[src/rtl/obuf_rr_arb.sv]
// Output-direction stage: five-way round-robin arbiter feeding a small output FIFO,
// with a drop mode that discards accepted flits while the downstream neighbour is gated.
module obuf_rr_arb #(
    parameter int unsigned PYLD_W = 23,
    parameter int unsigned DEPTH  = 2,
    parameter int unsigned CNT_W  = 2
) (
    input  logic                  clk,
    input  logic                  rst,
    input  logic [4:0]            arb_req,
    input  logic [5*PYLD_W-1:0]   payload_i,
    output logic [4:0]            arb_gnt,
    output logic                  obuf_rdy,
    input  logic                  dst_bad,
    output logic                  out_vld,
    input  logic                  out_rdy,
    output logic [PYLD_W-1:0]     out_payload,
    output logic [15:0]           drop_cnt
);

    localparam int unsigned NUM_IN = 5;
    localparam int unsigned AW     = (DEPTH > 1) ? $clog2(DEPTH) : 1;

    logic [2:0]        ptr;
    logic [2:0]        gnt_idx;
    logic [3:0]        cand;
    logic              found;
    logic              xfer;
    logic              push;
    logic              drop;
    logic              pop;
    logic [CNT_W-1:0]  count;
    logic [AW-1:0]     wr_ptr;
    logic [AW-1:0]     rd_ptr;
    logic [PYLD_W-1:0] mem [DEPTH];
    logic [PYLD_W-1:0] pyld_slice [NUM_IN];
    logic [PYLD_W-1:0] win_pyld;

    for (genvar k = 0; k < NUM_IN; k++) begin : g_slice
        assign pyld_slice[k] = payload_i[k*PYLD_W +: PYLD_W];
    end

    // Cyclic search from ptr; first requester wins, independent of obuf_rdy.
    always_comb begin
        arb_gnt = '0;
        gnt_idx = '0;
        found   = 1'b0;
        cand    = '0;
        for (int i = 0; i < NUM_IN; i++) begin
            cand = {1'b0, ptr} + 4'(i);
            if (cand >= 4'd5) begin
                cand = cand - 4'd5;
            end
            if (!found && arb_req[cand[2:0]]) begin
                found            = 1'b1;
                gnt_idx          = cand[2:0];
                arb_gnt[cand[2:0]] = 1'b1;
            end
        end
    end

    // Readiness uses only registered occupancy and dst_bad, never the link ready.
    assign obuf_rdy    = dst_bad | (count < CNT_W'(DEPTH));
    assign xfer        = found & obuf_rdy;
    assign push        = xfer & ~dst_bad;
    assign drop        = xfer & dst_bad;
    assign out_vld     = (count != '0);
    assign pop         = out_vld & out_rdy;
    assign win_pyld    = pyld_slice[gnt_idx];
    assign out_payload = mem[rd_ptr];

    // Round-robin pointer: one past the last winner.
    always_ff @(posedge clk) begin
        if (rst) begin
            ptr <= '0;
        end else if (xfer) begin
            ptr <= (gnt_idx == 3'd4) ? 3'd0 : gnt_idx + 3'd1;
        end
    end

    // FIFO storage and pointers; storage cleared so the head is never X.
    always_ff @(posedge clk) begin
        if (rst) begin
            wr_ptr <= '0;
            rd_ptr <= '0;
            for (int unsigned i = 0; i < DEPTH; i++) begin
                mem[i] <= '0;
            end
        end else begin
            if (push) begin
                mem[wr_ptr] <= win_pyld;
                wr_ptr      <= (wr_ptr == AW'(DEPTH - 1)) ? '0 : wr_ptr + AW'(1);
            end
            if (pop) begin
                rd_ptr <= (rd_ptr == AW'(DEPTH - 1)) ? '0 : rd_ptr + AW'(1);
            end
        end
    end

    // Occupancy counter.
    always_ff @(posedge clk) begin
        if (rst) begin
            count <= '0;
        end else if (push && !pop) begin
            count <= count + CNT_W'(1);
        end else if (pop && !push) begin
            count <= count - CNT_W'(1);
        end
    end

    // Saturating drop counter.
    always_ff @(posedge clk) begin
        if (rst) begin
            drop_cnt <= '0;
        end else if (drop && (drop_cnt != 16'hFFFF)) begin
            drop_cnt <= drop_cnt + 16'd1;
        end
    end

endmodule
[config.mk]
export PLATFORM = sky130hd
export DESIGN_NAME = obuf_rr_arb
export DESIGN_NICKNAME = d
export VERILOG_FILES = /design/src/rtl/obuf_rr_arb.sv
export SDC_FILE = /design/constraint.sdc
export NUM_CORES = 1
export LEC_CHECK = 0
export CORE_MARGIN = 2
export CORE_UTILIZATION = 48
export DETAILED_ROUTE_END_ITERATION = 16
export PLACE_DENSITY_LB_ADDON = 0.12
export SYNTH_ARGS = -nofsm -noshare
export SYNTH_HDL_FRONTEND = slang
export SYNTH_SLANG_ARGS = --single-unit
[constraint.sdc]
create_clock -name clk -period 5.75 [get_ports clk]
set_input_delay 1.15 -clock clk [delete_from_list [all_inputs] [get_ports clk]]
set_output_delay 1.15 -clock clk [all_outputs]
set_load 0.05 [all_outputs]
==> flow_summary.toml, run 1 <==
[outcome]
status = "finished clean"

[timing]
clock.fmax_mhz = 184
finalCriticalPeriod_ns = 5.44
final.setup_skew_ns = 0.0107
setup_viol = 0
finalCritPeriodShare_pct = 94.7
worstMarginPinSlew_ns = 1.22
max-slew-margin-rel_pct = 18.5
rsz0062_at_grt = "no"
slew_violations = 0
finalHoldViolCount = 0
fin_tns_setup_ns = 0
holdWs_ns = 0.498

[global_route]
grt_pass1_vias = 5387
grt_pass1_wl_um = 27300
overflow = 0
antenna_found_initial = 0
grt_max_degree = 33
grt_usage_pct = 27.3

[synth]
synth.net_count = 720
synthSimpleGateAreaFrac_pct = 16.2
ys_warn_count = 0
seq_area_frac_synth_pct = 33.7
ys_dominant_reg_cell = "edfxtp_1"
synth_area_leaders = "edfxtp_1, mux2i_1, dfxtp_1"
async_flop_share_pct = 0
syn_avg_cell_area_um2 = 9.50
synthAdderAreaFrac_pct = 3.30
synth-xor-area-share_pct = 3.01
yosys.area.top_type = "edfxtp_1"
synth_top_area_share_pct = 25.0
muxShareOfSynthArea_pct = 16.3
synth_top_family_by_area = "compound AO/OA/AOI/OAI gates"
synth-compound-area-share_pct = 22.9
syn_inst = 582
ys_seq_elements = 70
synth-edff-count = 46
netlist_area_um2 = 5530
synth.distinct_cells = 67

[routing]
dr.pass1.iters = 5
routedWlPerCell_um = 19.3
ant_nets = 0
drt_wl_total_um = 17200
route.detailed.drc = 0
vias = 5481
dr.first_iter.drc_count = 343
avgViaCountPerCell = 6.16

[hold_path]
hold_path_class = "flop to flop"

[critical_path]
critical_path_class = "flop to output pin"
cp_max_fo = 14
arrival_ns = 4.29
critPathRequiredTime_ns = 4.60
worstSetupStartpointType = "flop"
cp-end-kind = "output pin"
rrSetupSlack_ns = 1.02

[clocking]
htreeDepth = 3
cts_setup_buffers = 0
cts_resized = 0
cts_tree = "built"
cts_hold_buffers = 0
insertion_delay_ns = 0.33
cts_buffers = 9
cts_buffer_depth = 2
path_clk_slew_ns = 0.06
cts_sinks = 70
cts-root-buf = "clkbuf_16"

[die]
rows = 39
initial_utilization_pct = 48.8
core_area_um2 = 11300
die_y_um = 111
die_x_um = 111
die_area_um2 = 12400
top_level_ports = 170

[pwr]
clockPowerShare_pct = 11.5
ir_drop_mv = 0.519
p_leak_nw = 2.82
p_sw_w = 0.00228
seq_power_share_pct = 17.3
p_per_area_nw_per_um2 = 605
switching_share_pct = 49.1
pwr-share-comb_pct = 71.3
p_int_w = 0.00237

[place]
gp_congestion = 0.846
portBuffers = 169
dp_hpwl_um = 12200

[final_layout]
n_antenna_cell = 0
fin_nets = 880
final.fill_count = 922
multi_input_area_um2 = 3450
syn_to_final_growth_pct = 39.0
register_area_um2 = 1860
final_layout_size_suffix_gt1_share_pct = 13.1

[run]
cap_violations = 0
## cells by family after synthesis
kind of cell               Yosys count
DFF                                 70
AOI/OAI and AO/OA                  155
muxes                               85
xor gates and xnor gates            19
and+or+nand+nor                    186
buffers and inverters               53
adders and majority gates           14
## layout by cell type (no fill, tap or decap), types with 5 or more instances in the layout
| cell | count |
|---|---|
| xor2_1 | 10 |
| nor4_1 | 5 |
| nand4_1 | 7 |
| xnor2_1 | 9 |
| clkdlybuf4s50_1 | 165 |
| buf_4 | 17 |
| mux2_2 | 25 |
| o22ai_1 | 5 |
| nand3_1 | 9 |
| dfxtp_1 | 24 |
| inv_1 | 13 |
| a22oi_1 | 25 |
| edfxtp_1 | 46 |
| nor3_1 | 9 |
| a21oi_1 | 23 |
| o211ai_1 | 25 |
| o221ai_2 | 20 |
| nand2_1 | 77 |
| nand2b_1 | 15 |
| mux2i_1 | 57 |
| clkbuf_16 | 10 |
| o21ai_1 | 5 |
| ha_1 | 12 |
| o21ai_0 | 7 |
| nor2_1 | 37 |
| or3_1 | 5 |
## power groups by stage
stage / clock (W) / sequential, W / combinational [W]
5_1_grt: 0.000570 / 0.000820 / 0.00353
6_report: 0.000534 / 0.000803 / 0.00331
4_1_cts: 0.000543 / 0.000803 / 0.00330
3_5_place_dp: 0 / 0.000812 / 0.00329
2_1_floorplan: 0 / 0.000801 / 0.00239
3_3_place_gp: 0 / 0.000803 / 0.00322
## registers in the layout, indices dropped and copies added (netlist names), named ones only
signal and count:
drop_cnt 16, ptr 3, count 2, rd_ptr 1
mem 46, wr_ptr 1
## stage by stage
step	utilization (%)	setup slack, ns	std cells	total power (W)	cell area [µm²]
2_1_floorplan	-	0.665	582	0.00319	5530
3_3_place_gp	65.2	0.467	874	0.00403	7390
3_5_place_dp	65.2	0.395	874	0.00410	7390
4_1_cts	67.8	0.265	890	0.00465	7680
5_1_grt	67.9	0.0337	890	0.00492	7690
6_report	67.9	0.305	890	0.00465	7690
## critical path: stages (launching register included)
cell             delay [ns]
dfxtp_1                0.62
inv_1                  0.19
ha_2                   0.25
ha_1                   0.47
nand2b_1               0.27
a21oi_1                0.16
mux2_2                 0.20
o21ai_0                0.17
a311oi_1               0.34
nand2_1                0.21
o31ai_1                0.24
clkdlybuf4s50_1        0.84
## synth_stat cells, types with 9 or more instances
library cell and count:
clkbuf_1 18, o211ai_1 25, ha_1 13, nor3_1 9
nand2_1 77, mux2i_1 57, xor2_1 10, dfxtp_1 24
inv_1 13, nand3_1 9, mux2_2 25, nand2b_1 15
a22oi_1 25, a21oi_1 23, nor2_1 37, o221ai_2 20
buf_2 10, edfxtp_1 46, xnor2_1 9
## final timing paths
check	startpoint	endpoint	cells after the start
worst max register to register	ptr[1]$_SDFFE_PP0P_	mem[1][9]$_SDFFCE_PN0P_	14
worst min-delay path	drop_cnt[9]$_SDFFE_PP0P_	drop_cnt[9]$_SDFFE_PP0P_	2
worst min register to register	drop_cnt[9]$_SDFFE_PP0P_	drop_cnt[9]$_SDFFE_PP0P_	2
worst max-delay path	ptr[1]$_SDFFE_PP0P_	arb_gnt[3]	11
## per-layer routing
| layer | global-route usage [%] | routed length, µm | vias to the layer above | share of wire, % |
|---|---|---|---|---|
| met5 | 0 | 0 | - | 0 |
| met4 | 8.07 | 279 | 0 | 1.6 |
| met3 | 5.69 | 1210 | 27 | 7.1 |
| met2 | 47.8 | 8610 | 237 | 50 |
| met1 | 34.0 | 7070 | 2658 | 41 |
| li1 | - | - | 2559 | - |
## area by class of cell
| class | count | share of cell area, % |
|---|---|---|
| inverters | 16 | 0.781 |
| clock buffers | 11 | 3.30 |
| clock inverters | 5 | 0.521 |
| well taps | 143 | 2.33 |
| repair buffers | 186 | 24.0 |
| multi-input cells | 459 | 44.9 |
| flip-flops and latches | 70 | 24.2 |
Power figures use the tool's default switching activity.
==> inputs of run 2 (changes only) <==
--- a/config.mk
+++ b/config.mk
@@ -9,6 +9,7 @@
 export CORE_UTILIZATION = 48
 export DETAILED_ROUTE_END_ITERATION = 16
 export PLACE_DENSITY_LB_ADDON = 0.12
+export RECOVER_POWER = 100
 export SYNTH_ARGS = -nofsm -noshare
 export SYNTH_HDL_FRONTEND = slang
 export SYNTH_SLANG_ARGS = --single-unit
==> run 2 against run 1 <==
  * The run now ends with capacitance limit, slew limit left
  * Clock skew hardly changed
  * Hold slack worse by 0.0027 ns
  * Worst setup slack better by 0.042 ns
  * Core utilization is 0.80 points lower
  * Maximum frequency is 0.77% higher
  * Sequential cell count stayed put
  * Clock-buffer cell count stayed put
  * Sequential share of layout area is 0.29 points higher
  * Critical path type unchanged
  * Highest routed layer unchanged
==> flow_summary.toml, run 2 (synthesis results as in run 1) <==
[place]
gp_congestion = 0.846
dp_hpwl_um = 12200
place_inst = 874
portBuffers = 169

[hold_path]
hold_depth = 2
hold_path_class = "flop to flop"
min-delay-start = "drop_cnt[9]$_SDFFE_PP0P_"
min_to = "drop_cnt[9]$_SDFFE_PP0P_"

[routing]
dr.pass1.iters = 5
vias = 5442
drt_wl_total_um = 17100
avgViaCountPerCell = 6.11
dr.first_iter.drc_count = 356
ant_nets = 0
route.detailed.drc = 0
routedWlPerCell_um = 19.2

[clocking]
insertion_delay_ns = 0.33
cts-root-buf = "clkbuf_16"
cts_buffers = 9
path_clk_slew_ns = 0.06
cts_buffer_depth = 2
cts_hold_buffers = 0
cts_sinks = 70
cts_tree = "built"
htreeDepth = 3

[global_route]
grt_pass1_vias = 5387
antenna_found_initial = 0
grt_pass1_wl_um = 27300
overflow = 0
grt_max_degree = 33
grt_usage_pct = 27.3

[timing]
rsz0062_at_grt = "no"
fin_tns_setup_ns = 0
holdWs_ns = 0.496
max-slew-margin-rel_pct = -2.64
slew_violations = 36
clock.fmax_mhz = 185
final.setup_skew_ns = 0.0106
worstMarginPinSlew_ns = 1.54
setup_viol = 0
finalHoldViolCount = 0
finalCriticalPeriod_ns = 5.40
finalCritPeriodShare_pct = 94.0

[critical_path]
critPathRequiredTime_ns = 4.60
r2r_start = "ptr[1]$_SDFFE_PP0P_"
cp-end-kind = "output pin"
critical_path_class = "flop to output pin"
arrival_ns = 4.25
worstSetupStartpointType = "flop"
r2r_cells = 13
crit_start = "ptr[1]$_SDFFE_PP0P_"
rrSetupSlack_ns = 0.37
timing.rr.end = "mem[0][10]$_SDFFCE_PN0P_"
cp_max_fo = 14

[run]
cap_violations = 2

[final_layout]
regMostFlops = "mem"
n_antenna_cell = 0
register_area_um2 = 1860
fin_util_pct = 67.1
final_cell_mix = "clkdlybuf4s50_1, nand2_1, mux2i_1"
final_cells = 890
fin_nets = 880
top_regs = "mem (46), drop_cnt (16), ptr (3)"
multi_input_area_um2 = 3410
syn_to_final_growth_pct = 37.4
final_layout_size_suffix_gt1_share_pct = 11.9
mostFrequentLayoutCell = "clkdlybuf4s50_1"
largest_reg_flops = 46
final.fill_count = 939

[die]
rows = 39
die_x_um = 111
die_area_um2 = 12400
core_area_um2 = 11300
initial_utilization_pct = 48.8
top_level_ports = 170
die_y_um = 111

[pwr]
p_total_w = 0.00450
ir_drop_mv = 0.486
p_leak_nw = 2.83
p_per_area_nw_per_um2 = 593

[outcome]
violations = "capacitance limit, slew limit"
status = "finished with violations"
run 2: cell types whose count changed in the layout (fill, tap and decap cells not counted), moves of 2 or more:
cell             before  now
clkdlybuf4s50_1     165  123
dlygate4sd3_1         0   42
clkbuf_1              1    8
buf_4                17   11
and2_0                0    2
and2_1                3    1
clkbuf_4              0    2
dlymetal6s2s_1        2    0
run 2: cell type report:
class	count	share of cell area, %
Clock buffer	11	3.34
Clock inverter	5	0.527
Inverter	16	0.791
Multi-Input combinational cell	459	44.8
Sequential cell	70	24.5
Tap cell	143	2.36
Timing Repair Buffer	186	23.6
run 2: per-layer routing:
layer | share of wire [%] | global-route usage (%) | vias to the layer above
met5 | 0 | 0 | -
met4 | 1.7 | 8.07 | 0
met3 | 7.4 | 5.69 | 28
met2 | 50 | 47.8 | 230
met1 | 41 | 34.0 | 2628
li1 | - | - | 2556
run 2: how the worst max path moves through the flow:
stage	depth (start not counted)	end
6_report	11	arb_gnt[3]
5_1_grt	12	arb_gnt[3]
4_1_cts	11	arb_gnt[3]
3_5_place_dp	9	arb_gnt[2]
3_3_place_gp	9	arb_gnt[2]
2_1_floorplan	12	arb_gnt[1]
run 2: where the power goes:
| part | switching [W] | total (W) | leakage (nW) | internal (W) |
|---|---|---|---|---|
| combinational | 0.00196 | 0.00316 | 2.01 | 0.00121 |
| clock | 0.000216 | 0.000537 | 0.145 | 0.000321 |
| sequential | 0.0000788 | 0.000805 | 0.682 | 0.000726 |
| total | 0.00225 | 0.00450 | 2.83 | 0.00225 |
run 2: critical path: stages (launching register included):
cell and delay (ns):
dfxtp_1 0.62, inv_1 0.19, ha_2 0.24, ha_1 0.47, nand2b_1 0.27, a21oi_1 0.17, mux2_1 0.20, o21ai_0 0.18
a311oi_1 0.34, nand2_1 0.17, o31ai_1 0.23, clkdlybuf4s50_1 0.84
run 2: metrics by stage:
| stage | worst slack (ns) | cell area [µm²] |
|---|---|---|
| after detailed placement | 0.395 | 7390 |
| after global routing | 0.0337 | 7600 |
| after floorplan | 0.665 | 5530 |
| final | 0.347 | 7600 |
| after global placement | 0.467 | 7390 |
| after CTS | 0.265 | 7680 |
run 2: repair_timing:
item,in CTS,in global routing
endpoints found under the hold margin,0,0
setup buffers,0,0
endpoints found under the setup margin,0,3
gates resized for setup,0,3
==> inputs of run 3 (changes only) <==
--- a/config.mk
+++ b/config.mk
@@ -5,7 +5,6 @@
 export SDC_FILE = /design/constraint.sdc
 export NUM_CORES = 1
 export LEC_CHECK = 0
-export CORE_MARGIN = 2
 export CORE_UTILIZATION = 48
 export DETAILED_ROUTE_END_ITERATION = 16
 export PLACE_DENSITY_LB_ADDON = 0.12
==> run 3 against run 2 <==
  * The flow still finishes with violations (capacitance limit, slew limit)
  * Largest cell class unchanged
  * Clock-buffer cell count down 2
  * Critical endpoint is now arb_gnt[4]
  * Global-route usage up 1.4 points
  * Sequential share of layout area up 0.29 points
  * Wire length grew 1.6%
  * Highest routed layer unchanged
==> flow_summary.toml, run 3 (synthesis results as in run 1) <==
[run]
cap_violations = 1

[timing]
rsz0062_at_grt = "no"
worstMarginPinSlew_ns = 1.59
fin_tns_setup_ns = 0
setup_viol = 0
clock.fmax_mhz = 187
final.setup_skew_ns = 0.00828
finalCriticalPeriod_ns = 5.34
slew_violations = 24
holdWs_ns = 0.493
finalCritPeriodShare_pct = 92.9
finalHoldViolCount = 0
max-slew-margin-rel_pct = -5.87

[final_layout]
n_antenna_cell = 0
final.fill_count = 930
final_layout_size_suffix_gt1_share_pct = 10.4
largest_reg_flops = 46
mostFrequentLayoutCell = "clkdlybuf4s50_1"
top_regs = "mem (46), drop_cnt (16), ptr (3)"
regMostFlops = "mem"
final_cell_mix = "clkdlybuf4s50_1, nand2_1, mux2i_1"
stdcell_area_um2 = 7510
register_area_um2 = 1860
syn_to_final_growth_pct = 35.8
fin_nets = 880
multi_input_area_um2 = 3320

[clocking]
path_clk_slew_ns = 0.06
cts_sinks = 70
htreeDepth = 3
cts_buffer_depth = 2
cts_tree = "built"
cts_buffers = 9
cts_hold_buffers = 0
cts-root-buf = "clkbuf_16"
cts_resized = 0
cts_setup_buffers = 0
insertion_delay_ns = 0.34

[die]
top_level_ports = 170
initial_utilization_pct = 50.1
die_area_um2 = 12000
core_area_um2 = 11000
rows = 38
die_x_um = 109
die_y_um = 109

[place]
place_area_um2 = 7380
dp_hpwl_um = 12500
gp_congestion = 0.955
portBuffers = 169

[routing]
dr.pass1.iters = 5
ant_nets = 0
dr.first_iter.drc_count = 355
drt_wl_total_um = 17400
vias = 5395
route.detailed.drc = 0
avgViaCountPerCell = 6.08
routedWlPerCell_um = 19.6

[pwr]
seq_power_share_pct = 18.0
p_leak_nw = 2.85
p_per_area_nw_per_um2 = 599
switching_share_pct = 49.9
pwr-share-comb_pct = 70.2
p_sw_w = 0.00224
ir_drop_mv = 0.567
clockPowerShare_pct = 11.8
p_int_w = 0.00225
p_total_w = 0.00450

[global_route]
grt_pass1_vias = 5222
grt_usage_pct = 28.7
antenna_found_initial = 0
grt_pass1_wl_um = 26200
grt_max_degree = 33
overflow = 0

[critical_path]
r2r_start = "ptr[1]$_SDFFE_PP0P_"
arrival_ns = 4.19
worstSetupStartpointType = "flop"
critical_path_class = "flop to output pin"
cp_max_fo = 14
critPathRequiredTime_ns = 4.60
cp-end-kind = "output pin"
crit_start = "ptr[1]$_SDFFE_PP0P_"

[hold_path]
hold_path_class = "flop to flop"
min-delay-start = "wr_ptr$_SDFFE_PP0P_"

[outcome]
status = "finished with violations"
violations = "capacitance limit, slew limit"
-- run 3: cell count changes in the layout (fill, tap and decap cells not counted), moves of 2 or more --
cell      previous run  this run
clkbuf_4             2         0
clkbuf_2             0         5
clkinv_4             3         1
mux2i_2              2         0
o221ai_2            19         2
o221ai_1             5        22
clkbuf_1             8         2
inv_4                0         2
-- run 3: worst max-delay path, stage by stage, from the launching register on --
cell and delay [ns]:
dfxtp_1 0.59, inv_1 0.18, ha_1 0.29, ha_1 0.64
nand2b_1 0.22, mux2i_1 0.09, o21ai_1 0.23, o21a_1 0.19
a41o_1 0.17, a21oi_1 0.07, o221ai_1 0.26, dlygate4sd3_1 0.92
-- run 3: path summary, 6_finish.rpt --
path / end / slack [ns] / cells after the start
hold reg to reg: wr_ptr$_SDFFE_PP0P_ / 0.49 / 2
setup / recovery: arb_gnt[4] / 0.41 / 11
setup reg to reg: mem[1][0]$_SDFFCE_PN0P_ / 0.53 / 14
hold / removal: wr_ptr$_SDFFE_PP0P_ / 0.49 / 2
-- run 3: area by class of cell --
cell class,count,area share (%)
clock buffer,9,3.00
multi-input combinational,459,44.2
inverter,16,0.800
clock inverter,7,0.733
tap,140,2.33
sequential,70,24.8
timing repair buffer,186,24.2
-- run 3: through the flow --
stage	std cells	setup WS, ns	utilization [%]
4_1_cts	887	0.524	69.4
2_1_floorplan	582	0.665	-
3_3_place_gp	871	0.709	66.9
3_5_place_dp	871	0.699	66.9
5_1_grt	887	0.169	68.1
6_report	887	0.408	68.1
-- run 3: power groups by stage --
stage | sequential, W | clock (W) | combinational (W)
final | 0.000808 | 0.000530 | 0.00316
after global routing | 0.000825 | 0.000558 | 0.00336
after CTS | 0.000807 | 0.000536 | 0.00330
after detailed placement | 0.000818 | 0 | 0.00329
after global placement | 0.000808 | 0 | 0.00323
after floorplan | 0.000801 | 0 | 0.00239
-- run 3: per-layer routing --
| layer | up-vias | part of all wire [%] | global-route usage [%] |
|---|---|---|---|
| met5 | - | 0 | 0 |
| met4 | 0 | 1.5 | 8.95 |
| met3 | 23 | 8.8 | 6.11 |
| met2 | 265 | 50 | 51.4 |
| met1 | 2568 | 40 | 34.2 |
| li1 | 2539 | - | - |
